[src/rtl/perceptron_layer_ctrl.sv]
// Time-shares one perceptron datapath across a layer of NEURONS neurons.
// Optional ReLU on each result when PERC_RELU_EN is defined.
module perceptron_layer_ctrl #(
   parameter int NEURONS = 4,
   parameter int IDX_W   = 2
) (
   input  logic             clk,
   input  logic             rst,
   input  logic             cfg_we,
   output logic             cfg_ready,
   input  logic [IDX_W-1:0] cfg_neuron,
   input  logic [3:0]       cfg_sel,
   input  logic [7:0]       cfg_data,
   input  logic             in_valid,
   output logic             in_ready,
   input  logic [7:0]       in_data,
   output logic [7:0]       p_in,
   output logic [7:0]       p_w0,
   output logic [7:0]       p_w1,
   output logic [7:0]       p_w2,
   output logic [7:0]       p_w3,
   output logic [7:0]       p_w4,
   output logic [7:0]       p_w5,
   output logic [7:0]       p_w6,
   output logic [7:0]       p_w7,
   output logic [7:0]       p_bias,
   input  logic [7:0]       p_out,
   output logic             res_valid,
   input  logic             res_ready,
   output logic [7:0]       res_data,
   output logic [IDX_W-1:0] res_idx,
   output logic             res_last,
   output logic             busy
);

   typedef enum logic [1:0] {IDLE, EVAL, HOLD} state_t;

   localparam logic [IDX_W-1:0] LAST = IDX_W'(NEURONS - 1);

   state_t           state, state_nx;
   logic [7:0]       x_reg;
   logic [IDX_W-1:0] idx;
   logic [7:0]       wbank [NEURONS][8];
   logic [7:0]       bbank [NEURONS];
   logic             accept, eval, fire, cfg_ok;
   logic [7:0]       act;

   always_comb begin
      state_nx = state;
      accept   = 1'b0;
      eval     = 1'b0;
      fire     = 1'b0;
      unique case (state)
         IDLE: begin
            if (in_valid) begin
               accept   = 1'b1;
               state_nx = EVAL;
            end
         end
         EVAL: begin
            eval     = 1'b1;
            state_nx = HOLD;
         end
         HOLD: begin
            if (res_valid && res_ready) begin
               fire     = 1'b1;
               state_nx = res_last ? IDLE : EVAL;
            end
         end
         default: state_nx = IDLE;
      endcase
   end

   assign busy      = (state != IDLE);
   assign in_ready  = !busy;
   assign cfg_ready = !busy;
   assign p_in      = busy ? x_reg : 8'h00;

   assign p_w0   = wbank[idx][0];
   assign p_w1   = wbank[idx][1];
   assign p_w2   = wbank[idx][2];
   assign p_w3   = wbank[idx][3];
   assign p_w4   = wbank[idx][4];
   assign p_w5   = wbank[idx][5];
   assign p_w6   = wbank[idx][6];
   assign p_w7   = wbank[idx][7];
   assign p_bias = bbank[idx];

`ifdef PERC_RELU_EN
   // p_out read as two's complement; negatives clamp to zero
   assign act = p_out[7] ? 8'h00 : p_out;
`else
   assign act = p_out;
`endif

   assign cfg_ok = cfg_we && cfg_ready
                && (32'(cfg_neuron) < NEURONS)
                && (cfg_sel <= 4'd8);

   always_ff @(posedge clk) begin
      if (rst) begin
         state     <= IDLE;
         x_reg     <= 8'h00;
         idx       <= '0;
         res_valid <= 1'b0;
         res_data  <= 8'h00;
         res_idx   <= '0;
         res_last  <= 1'b0;
      end else begin
         state <= state_nx;
         if (accept) begin
            x_reg <= in_data;
            idx   <= '0;
         end
         if (eval) begin
            res_data  <= act;
            res_idx   <= idx;
            res_last  <= (idx == LAST);
            res_valid <= 1'b1;
         end
         if (fire) begin
            res_valid <= 1'b0;
            if (!res_last)
               idx <= idx + 1'b1;
         end
      end
   end

   always_ff @(posedge clk) begin
      if (rst) begin
         for (int n = 0; n < NEURONS; n++) begin
            bbank[n] <= 8'h00;
            for (int i = 0; i < 8; i++)
               wbank[n][i] <= 8'h00;
         end
      end else if (cfg_ok) begin
         if (cfg_sel == 4'd8)
            bbank[cfg_neuron] <= cfg_data;
         else
            wbank[cfg_neuron][cfg_sel[2:0]] <= cfg_data;
      end
   end

endmodule

[config.mk]
export PLATFORM = sky130hd
export DESIGN_NAME = perceptron_layer_ctrl
export DESIGN_NICKNAME = d
export VERILOG_FILES = /design/src/rtl/perceptron_layer_ctrl.sv
export SDC_FILE = /design/constraint.sdc
export NUM_CORES = 1
export LEC_CHECK = 0
export BUFFER_PORTS_ARGS = -buffer_cell sky130_fd_sc_hd__buf_4
export CORE_MARGIN = 1
export CORE_UTILIZATION = 54
export CTS_CLUSTER_DIAMETER = 40
export DETAILED_ROUTE_END_ITERATION = 6
export PLACE_DENSITY = 0.84
export SYNTH_ARGS = -nofsm -noshare
export SYNTH_HDL_FRONTEND = slang
export SYNTH_SLANG_ARGS = --single-unit
[constraint.sdc]
create_clock -name clk -period 2 [get_ports clk]
set_input_delay 0.3 -clock clk [delete_from_list [all_inputs] [get_ports clk]]
set_output_delay 0.3 -clock clk [all_outputs]
set_load 0.02 [all_outputs]
# --- Yosys cells after proc, flatten, opt, wreduce, memory -nomap -nowiden ---
# Memory sizes are Yosys's and may differ from the RTL's. A register that Yosys moved wholly into a read port is not among the register bits.
# Cells that the tools add are included.
# W data, S select, Z words.
word_totals:
  ff_bits: 24
  ram_bits: 288
  in_bits: 35
  out_inout_bits: 95
  elab_cells: 64
  n_memories: 2
op_classes:
  addsub: 1
  order_cmp: 3
  n_eq_ne: 6
  n_mux: 33
  bitwise_logic: 1
  reduce_logical: 11
mem_list:
  columns: ["name", "words", "word_bits", "read_ports", "rd_ports_with_merged_regs", "write_ports", "line", "rtl"]
  rows:
  - ["wbank", 4, 64, 1, 1, 4, "43", "logic [7:0] wbank [NEURONS][8];"]
  - ["bbank", 4, 8, 1, 1, 4, "44", "logic [7:0] bbank [NEURONS];"]
op_table:
  columns: ["cell", "n"]
  rows:
  - ["$mux W64", 3]
  - ["$reduce_or A64 Y1", 1]
  - ["$demux W8 S3", 1]
  - ["$mux W8", 3]
  - ["$mux W2", 9]
  - ["$mux W1", 16]
  - ["$reduce_or A8 Y1", 1]
  - ["$pmux W2 S3", 1]
  - ["$eq A2 B2 Y1 const B", 2]
  - ["$eq A4 B4 Y1 const B", 1]
  - ["$ge A4 B4 Y1 const B", 1]
  - ["$le A4 B4 Y1 const B", 1]
  - ["$logic_and A1 B1 Y1", 4]
  - ["$lt A4 B1 Y1 const B", 1]
  - ["$ne A2 B2 Y1 const B", 2]
  - ["$not A3 Y4", 1]
  - ["$add A2 B1 Y2 const B", 1]
  - ["$eq A2 B1 Y1 const B", 1]
  - ["$logic_not A2 Y1", 1]
  - ["$reduce_and A2 Y1", 1]
  - ["$reduce_bool A2 Y1", 1]
  - ["$reduce_or A2 Y1", 1]
  - ["$logic_not A1 Y1", 1]

# --- Longest topological paths before layout ---
# Gate-level depths: netlist of the first run.
depth:
  word_depth: 9
  depth_mapped: 6
  ltp_nobuf: 3

# --- Worst setup path before layout of the first run ---
# Ideal clock, no wire load.
synth_path:
  path_type: "input to register"
  startpoint: "input port rst"
  endpoint: "memory wbank[0][24] (netlist bit) (enable)"
  setup_time_ns: 0.329
  arrival_time_ns: 1.659
  required_ns: 1.671
  setup_slack_ns: 0.012
  cell_stages: 5
  path_buffers: 2
  path_cell_list: "buf_6 > or4b_4 > buf_6 > nor4_4 > or2_1"
synth_lines:
  columns: ["item", "line", "rtl"]
  rows:
  - ["from (decl)", "8", "input logic rst,"]
  - ["to (decl)", "43", null]

==> results_dict.tcl, run 1 <==
set metrics [dict create \
    drive_gt1_share_pct 33.8 \
    clock_tree_from_tritoncts "yes" \
    ys_async_sr_fraction_pct 0 \
    final.min_clock_period_ns 2.27 \
    detailroute.via_count 8730 \
    violated_checks "setup timing" \
    ys.warnings.count 0 \
    post_synth_inst_count 928 \
    ff2ff_path_depth 4 \
    floorplan.die.width_microns 161 \
    layout_worst_path_cycle_share_pct 114 \
    antenna_diode_count 0 \
    timing.critical_path.from "idx[0]" \
    grtUsageTotal_pct 27.0 \
    crit_top_cell "buf_6" \
    synthMostInstantiatedCell "edfxtp_1" \
    grt_first_pass_wirelength_mm 52.1 \
    drtAntennaViolNets 0 \
    clockPowerShare_pct 45.5 \
    met1_usage_pct 34.7 \
    required_time_at_the_worst_slack_endpoint_ns 1.70 \
    finalSetupTns_ns -17.07 \
    worstSetupStartpointType "flop" \
    groute.layer.met3.usage_pct 4.78 \
    cts_max_level 2 \
    worstPathMaxFanout 5 \
    grt.busiest_layer "met2" \
    antenna_violations_before_repair 0 \
    synth_top_cell_by_area "edfxtp_1" \
    initialDrtViolationCount 901 \
    slew_worst_pin_ns 0.446 \
    grt_setup_unrepaired "true" \
    dominantRegCellSynth "edfxtp_1" \
    synth.top_cells.by_count "288 x edfxtp_1, 165 x nor2_1, 129 x and2_1" \
    mappedNetlistArea_sq_mm 0.0137 \
    largest_register_by_flop_count "wbank" \
    critical_path_s_slowest_cell "mux4_2" \
    syn2layout_area_growth_pct 27.0 \
    ys_ff_latch 312 \
    mappedNetlistNets 964 \
    powerDensity_mw_per_mm2 892 \
    worstPathCellList "buf_6 > buf_4 > clkbuf_16 > mux4_2 > buf_6" \
    insertion_delay_of_the_later_clocked_pin_in_the_worst_skew_pair_ns 0.52 \
    cell_internal_pwr_w 0.0120 \
    routed_wirelength_mm 34.4 \
    timing_hold_violations_final 0 \
    first_global_vias 9180 \
    post-dp-hpwl_mm 20.0 \
    synthDominantCellAreaShare_pct 63.2 \
    netlist-cell-type-count 43 \
    crit-reg2reg-capture "wbank[1][44]" \
    synthesis.area_per_instance_sq_um 14.7 \
    finalClockSkew_ns 0.0109 \
    synth_edf_count 288 \
    fp.coreArea_sq_mm 0.0246 \
    largest_register_ffs 256 \
    power.total_w 0.0155 \
    drt_pre_antenna_iters 5 \
    pwr-share-comb_pct 6.6 \
    cts-root-to-sink-buffers 3 \
    p_sw_share_pct 22.9 \
    die-area_sq_mm 0.0260 \
    biggestRegsByFlops "wbank x256, bbank x32" \
    total_net_switching_power_w 0.00355 \
    setup-violations-final 72 \
    critical_path.endpoint_type "output pin" \
    postLayoutSetupSlackWorst_ns -0.270 \
    critical-path-max-stage-delay_ns 0.53 \
    die_height_microns 161 \
    number_of_nets_in_the_final_layout 1167 \
    rows 57 \
    timing.slew.headroom_pct 69.5 \
    worst_hold_path.num_cells 3 \
    capture_point_of_the_worst_path "p_w0[6]" \
    fmaxAchievable_ghz 0.440 \
    floorplan.initialDensity_pct 55.6 \
    cts-root-buf "clkbuf_16" \
    seq_power_share_pct 47.9 \
    worst_path_arrival_time_ns 1.97 \
    hold_class "primary input to flop" \
    cts.clk_slew.worst_paths_ns 0.06 \
    gr-usage-met2_pct 45.9 \
    drc_errors 0 \
    rrSetupSlack_ns 0.08 \
    cap_viol_max_count 0 \
    cts-buffers-inserted 40 \
    slew_viol_final 0 \
    ios 130 \
    cts_sinks 312 \
    viasPerCell 5.87 \
    buffer_ports.inserted 129 \
    timing_worst_setup_path_type "flop to output pin" \
    routed_wire_length_per_instance_microns 23.1 \
    leakage_power_nw 6.36 \
    vdd_ir_drop_max_mv 0.840 \
    regToRegStartpoint "state[1]" \
    synthTopCellsByArea "edfxtp_1 63%, mux4_2 12%, and2_1 5.9%, nor2_1 4.5%, dfxtp_1 3.5%" \
    ys_seq_area_share_pct 66.7 \
    grt_overflow 0 \
    outcome "finished with violations" \
    gp_congestion 0.793 \
    pin_count_of_the_biggest_net_entering_global_routing 48 \
]
==> worst min-delay path by stage <==
| stage | end | slack (ns) | from |
|---|---|---|---|
| detailed placement | x_reg[0] | 0.44 | x_reg[0] |
| CTS | x_reg[7] | 0.008 | in_data[7] |
| floorplan | x_reg[0] | 0.43 | x_reg[0] |
| global route | x_reg[7] | 0.02 | in_data[7] |
| finish | x_reg[7] | 0.03 | in_data[7] |
| global placement | x_reg[1] | 0.44 | x_reg[1] |
==> power by group through the flow <==
| stage | combinational (W) | clock (W) | sequential [W] |
|---|---|---|---|
| floorplan | 0.000521 | 0 | 0.00752 |
| finish | 0.00103 | 0.00705 | 0.00742 |
| global placement | 0.000926 | 0 | 0.00753 |
| global route | 0.00108 | 0.00736 | 0.00744 |
| detailed placement | 0.000944 | 0 | 0.00755 |
| CTS | 0.00101 | 0.00709 | 0.00742 |
==> layer usage <==
| layer | up-vias | wire (microns) |
|---|---|---|
| li1 | 3811 | - |
| met1 | 4346 | 12800 |
| met2 | 488 | 17700 |
| met3 | 85 | 2690 |
| met4 | 0 | 1120 |
| met5 | - | 0 |
==> cells by family after synthesis <==
logic type | synth area share, %
and+or+nand+nor | 17.3
DFF | 66.7
muxes | 11.9
buffers and inverters | 1.98
AOI/OAI and AO/OA | 1.98
adders and majority gates | 0.0915
==> through the flow <==
| stage | instance area [sq um] | utilization [%] | worst slack (ns) | hold WS, ns | instances |
|---|---|---|---|---|---|
| global route | 17400 | 70.6 | -0.303 | 0.0156 | 1487 |
| global placement | 15400 | 62.8 | -0.0327 | 0.437 | 1397 |
| floorplan | 13700 | - | 0.0116 | 0.432 | 928 |
| detailed placement | 15400 | 62.8 | -0.0698 | 0.443 | 1397 |
| finish | 17400 | 70.6 | -0.270 | 0.0265 | 1487 |
| CTS | 17300 | 70.3 | -0.281 | 0.00760 | 1485 |
==> worst max-delay path, delay by kind of cell (launching register included) <==
kind	cells	cell delay, ns
DFF	1	0.36
buffers and inverters	4	0.55
muxes	1	0.53
==> cell type report <==
type                    count  area [sq um]
clock buffers              46          1040
clock inverters            28           272
fillers                  1493          7230
inverters                   4          15.0
multi-input cells         554          4300
flip-flops and latches    312          9140
well taps                 324           405
repair buffers            219          2200
==> cells in the final DEF (no fill, tap or decap), types with 3 or more instances in the layout <==
master      instances
nand4_1             4
and2_1            129
clkbuf_1            5
nand3_1             4
a21oi_1            21
dfxtp_1            21
nor4_4              4
or2_1               7
bufinv_16           3
clkbuf_16          43
inv_1               4
inv_6               8
nand2b_1           14
or2_4               5
nor2b_1            12
nor2_1            165
o21bai_1           17
nor3_4              6
nand2_1            61
buf_16              8
edfxtp_1          288
buf_6              67
clkinv_2            4
clkinv_4            3
mux4_2             72
buf_4             133
nor3_2              6
buf_12              8
clkinvlp_4          4
clkinv_1            5
or2_2               5
==> timing repair <==
| action | CTS | global route |
|---|---|---|
| endpoints found under the setup margin | 83 | 127 |
| resized for setup | 80 | 8 |
| cloned | 6 | 2 |
| hold buffers | 0 | 0 |
| pin swaps | 1 | 0 |
| setup buffers | 8 | 0 |
| hold endpoints to repair | 0 | 0 |
Note: power is estimated with default switching activity, not from simulation.
==> run 2, diff against run 1 <==
- PLACE_DENSITY: 0.84 -> 0.77
- RECOVER_POWER: not set -> 25
==> results_dict.tcl, run 2 (synthesized netlist as in run 1, its figures left out) <==
set metrics [dict create \
    leakage_power_nw 6.27 \
    cts_max_level 2 \
    timing.slew.headroom_pct 66.0 \
    die_height_microns 161 \
    gp_congestion 0.798 \
    routed_wirelength_mm 32.8 \
    buffer_ports.inserted 129 \
    routed_wire_length_per_instance_microns 22.1 \
    critical_path_s_slowest_cell "mux4_2" \
    floorplan.die.width_microns 161 \
    worstPathMaxFanout 7 \
    critPathBufInv 3 \
    drc_errors 0 \
    hold_class "primary input to flop" \
    cts-root-to-sink-buffers 3 \
    utilization_pct 70.0 \
    final.min_clock_period_ns 2.23 \
    rrSetupSlack_ns -0.04 \
    largest_register_by_flop_count "wbank" \
    hold_start "in_data[5]" \
    fp.coreArea_sq_mm 0.0246 \
    regToRegStartpoint "state[0]" \
    powerDensity_mw_per_mm2 880 \
    critical-path-top-delay-family "multiplexers" \
    post-dp-hpwl_mm 20.5 \
    worstPathCellList "buf_12 > buf_12 > mux4_2 > buf_6" \
    drive_gt1_share_pct 32.0 \
    violated_checks "setup timing" \
    rows 57 \
    floorplan.initialDensity_pct 55.6 \
    finalSetupTns_ns -13.83 \
    most_common_library_cell_in_the_layout_ignoring_fill_and_taps "edfxtp_1" \
    cts_sinks 312 \
    setup-violations-final 95 \
    timing_worst_setup_path_type "flop to output pin" \
    critical_path.endpoint_type "output pin" \
    cap_viol_max_count 0 \
    largest_register_ffs 256 \
    initialDrtViolationCount 775 \
    hold_path_end "x_reg[5]" \
    pin_count_of_the_biggest_net_entering_global_routing 56 \
    cts-root-buf "clkbuf_16" \
    vdd_ir_drop_max_mv 0.715 \
    drtAntennaViolNets 0 \
    crit_top_cell "buf_12" \
    grtUsageTotal_pct 25.4 \
    first_global_vias 8750 \
    detailroute.via_count 8581 \
    outcome "finished with violations" \
    antenna_diode_count 0 \
    number_of_nets_in_the_final_layout 1169 \
    biggestRegsByFlops "wbank x256, bbank x32" \
    slew_viol_final 0 \
    antenna_violations_before_repair 0 \
    layout.cells.most_common_list "288 x edfxtp_1, 166 x nor2_1, 129 x and2_1" \
    insertion_delay_of_the_later_clocked_pin_in_the_worst_skew_pair_ns 0.53 \
    worst_hold_path.num_cells 3 \
    timing_hold_violations_final 0 \
    required_time_at_the_worst_slack_endpoint_ns 1.70 \
    drt_pre_antenna_iters 5 \
    fmaxAchievable_ghz 0.448 \
    postLayoutSetupSlackWorst_ns -0.230 \
    grt_setup_unrepaired "true" \
    grt_first_pass_wirelength_mm 49.3 \
    ios 130 \
    slew_worst_pin_ns 0.510 \
    cts.clk_slew.worst_paths_ns 0.06 \
    critical-path-max-stage-delay_ns 0.57 \
    viasPerCell 5.77 \
    finalClockSkew_ns 0.0190 \
    ff2ff_path_depth 6 \
    worst_path_arrival_time_ns 1.93 \
    crit-reg2reg-capture "wbank[3][15]" \
    worstSetupStartpointType "flop" \
    clock_tree_from_tritoncts "yes" \
    grt_overflow 0 \
    syn2layout_area_growth_pct 25.8 \
    cts-buffers-inserted 38 \
    layout_worst_path_cycle_share_pct 112 \
    worstSetupPathDepth 4 \
    die-area_sq_mm 0.0260 \
]
-- run 2: cell count changes in the layout (fill, tap and decap cells not counted), sizes merged --
cell and delta:
clkbuf +18, inv -2, buf -20, clkinv +4, clkinvlp -1
-- run 2: report_power, final --
part           leakage (nW)  internal, W  switching [W]
Combinational          2.48     0.000401       0.000610
Sequential             3.18      0.00733      0.0000890
Clock                 0.610      0.00395        0.00277
-- run 2: metrics by stage --
stage | area [sq um] | cells | hold WS (ns) | power, W | setup WS [ns]
final | 17200 | 1486 | 0.0197 | 0.0152 | -0.230
after global routing | 17200 | 1486 | 0.0256 | 0.0155 | -0.262
after CTS | 17100 | 1476 | 0.00461 | 0.0152 | -0.243
after detailed placement | 15600 | 1405 | 0.444 | 0.00852 | -0.0519
after global placement | 15600 | 1405 | 0.437 | 0.00849 | -0.0269
after floorplan | 13700 | 928 | 0.432 | 0.00804 | 0.0116
-- run 2: how the worst max path moves through the flow --
stage               start           end  slack (ns)
3_5_place_dp   cfg_sel[0]  wbank[0][28]       -0.05
4_1_cts            idx[0]       p_w0[6]       -0.24
2_1_floorplan         rst  wbank[0][24]        0.01
5_1_grt            idx[0]     p_bias[2]       -0.26
6_report           idx[0]       p_w6[7]       -0.23
3_3_place_gp   cfg_sel[0]  wbank[0][24]       -0.03
-- run 2: repair_timing --
item                                   CTS  global route
setup buffers                            2             6
setup endpoints to repair               83            80
hold buffers                             0             0
gates resized for setup                 64            15
pin swaps                                1             0
cloned                                   0             4
endpoints found under the hold margin    0             0
-- run 2: final cells by class --
| class | count | area [sq um] |
|---|---|---|
| clock buffer | 40 | 958 |
| fill | 1596 | 7390 |
| timing repair buffer | 223 | 2140 |
| sequential | 312 | 9140 |
| tap | 324 | 405 |
| clock inverter | 29 | 289 |
| multi-input combinational | 554 | 4270 |
| inverter | 4 | 15.0 |
-- run 2: worst reg2reg max path: stages (launching register included) --
cell and delay (ns):
dfxtp_1 0.33, clkbuf_1 0.12, nor2_1 0.22, clkbuf_1 0.35, nand4_1 0.30, o21bai_1 0.23
buf_4 0.21
-- run 2: layer usage --
layer	share of wire, %	vias to the layer above	GRT usage, %
met1	38	4296	32.4
met4	2.8	0	9.39
li1	-	3810	-
met5	0	-	0
met3	8.0	76	5.01
met2	51	399	43.4
==> run 3, diff against run 2 <==
- CORE_UTILIZATION: 54 -> 40
- PLACE_DENSITY: 0.77 -> not set
==> results_dict.tcl, run 3 (synthesized netlist as in run 1, its figures left out) <==
set metrics [dict create \
    post_cts_hold_buffer_count 0 \
    layout_worst_path_cycle_share_pct 114 \
    pin_count_of_the_biggest_net_entering_global_routing 54 \
    drive_gt1_share_pct 32.9 \
    hold_class "primary input to flop" \
    cap_viol_max_count 0 \
    fillers 2795 \
    finalClockSkew_ns 0.0120 \
    placed_cell_area_sq_mm 0.0158 \
    rows 67 \
    drtAntennaViolNets 0 \
    cts.clk_slew.worst_paths_ns 0.05 \
    viasPerCell 5.06 \
    post-dp-hpwl_mm 21.1 \
    first_global_vias 8541 \
    grtUsageTotal_pct 19.1 \
    grt_overflow 0 \
    drt_pre_antenna_iters 5 \
    drc_errors 0 \
    grt_setup_unrepaired "true" \
    floorplan.initialDensity_pct 40.7 \
    vdd_ir_drop_max_mv 0.718 \
    cts-buffers-inserted 43 \
    syn2layout_area_growth_pct 29.4 \
    final.hold.worst_slack_ns 0.0183 \
    final.min_clock_period_ns 2.28 \
    worstSetupStartpointType "flop" \
    cts-root-to-sink-buffers 3 \
    routed_wire_length_per_instance_microns 20.0 \
    layout.cells.most_common_list "288 x edfxtp_1, 165 x nor2_1, 130 x buf_4" \
    routed_wirelength_mm 32.7 \
    critical_path.endpoint_type "output pin" \
    timing.slew.headroom_pct 65.1 \
    utilization_pct 52.6 \
    largest_register_ffs 256 \
    biggestRegsByFlops "wbank x256, bbank x32" \
    die-area_sq_mm 0.0349 \
    finish.instance_area_sq_mm 0.0177 \
    clock_tree_from_tritoncts "yes" \
    slew_viol_final 0 \
    ios 130 \
    largest_register_by_flop_count "wbank" \
    most_common_library_cell_in_the_layout_ignoring_fill_and_taps "edfxtp_1" \
    detailroute.via_count 8288 \
    fp.coreArea_sq_mm 0.0336 \
    cts_max_level 2 \
    postLayoutSetupSlackWorst_ns -0.277 \
    rrSetupSlack_ns 0.05 \
    initialDrtViolationCount 654 \
    antenna_violations_before_repair 0 \
    insertion_delay_of_the_later_clocked_pin_in_the_worst_skew_pair_ns 0.54 \
    grt_first_pass_wirelength_mm 50.6 \
    buffer_ports.inserted 129 \
    gp_congestion 0.754 \
    power.total_w 0.0163 \
    cts-root-buf "clkbuf_16" \
    floorplan.die.width_microns 187 \
    timing_worst_setup_path_type "flop to output pin" \
    powerDensity_mw_per_mm2 920 \
    worst_path_arrival_time_ns 1.98 \
    worstPathMaxFanout 6 \
    outcome "finished with violations" \
    antenna_diode_count 0 \
    timing_hold_violations_final 0 \
    die_height_microns 187 \
    leakage_power_nw 6.44 \
    cts_sinks 312 \
    setup-violations-final 72 \
    slew_worst_pin_ns 0.523 \
    violated_checks "setup timing" \
    worst_hold_path.num_cells 3 \
    required_time_at_the_worst_slack_endpoint_ns 1.70 \
    fmaxAchievable_ghz 0.439 \
    number_of_nets_in_the_final_layout 1192 \
    ff2ff_path_depth 6 \
]
## run 3: where the power goes
| group | leakage (nW) | switching, W | internal [W] |
|---|---|---|---|
| registers | 3.18 | 0.0000773 | 0.00733 |
| logic | 2.54 | 0.000617 | 0.000416 |
| clock network | 0.722 | 0.00290 | 0.00493 |
| total | 6.44 | 0.00360 | 0.0127 |
## run 3: repair_timing
action | 4_1_cts | 5_1_grt
gates cloned | 3 | 1
resized for setup | 65 | 2
setup endpoints to repair | 83 | 97
pin swaps | 0 | 1
setup buffers | 7 | 5
## run 3: area by class of cell
class	count	area [sq um]	area share, %
clock buffer	48	1140	6.43
tap	448	561	3.17
timing repair buffer	241	2210	12.5
clock inverter	30	354	2.00
multi-input combinational	554	4280	24.2
sequential	312	9140	51.6
inverter	4	15.0	0.0848
## run 3: final timing paths
check	startpoint	end
worst max register to register	state[0]	wbank[3][50]
worst min register to register	x_reg[6]	x_reg[6]
worst min-delay path	in_data[1]	x_reg[1]
worst max-delay path	idx[0]	p_bias[2]
## run 3: per-layer routing
layer	up-vias	wire length (microns)	GRT usage, %
met5	-	0	0
li1	3852	-	-
met1	4133	14000	25.1
met2	237	16000	31.8
met3	66	1660	3.36
met4	0	963	7.00
## run 3: critical path: stages, from the launching register on
cell	delay [ns]
dfxtp_4	0.41
buf_4	0.18
clkbuf_16	0.17
mux4_2	0.51
buf_4	0.18
## run 3: metrics by stage
stage	TNS, ns	worst slack (ns)	std cells
2_1_floorplan	0	0.0116	928
3_3_place_gp	0	0.0120	1543
3_5_place_dp	-0.336	-0.0422	1543
4_1_cts	-17.58	-0.310	1631
5_1_grt	-20.00	-0.313	1637
6_report	-15.36	-0.277	1637
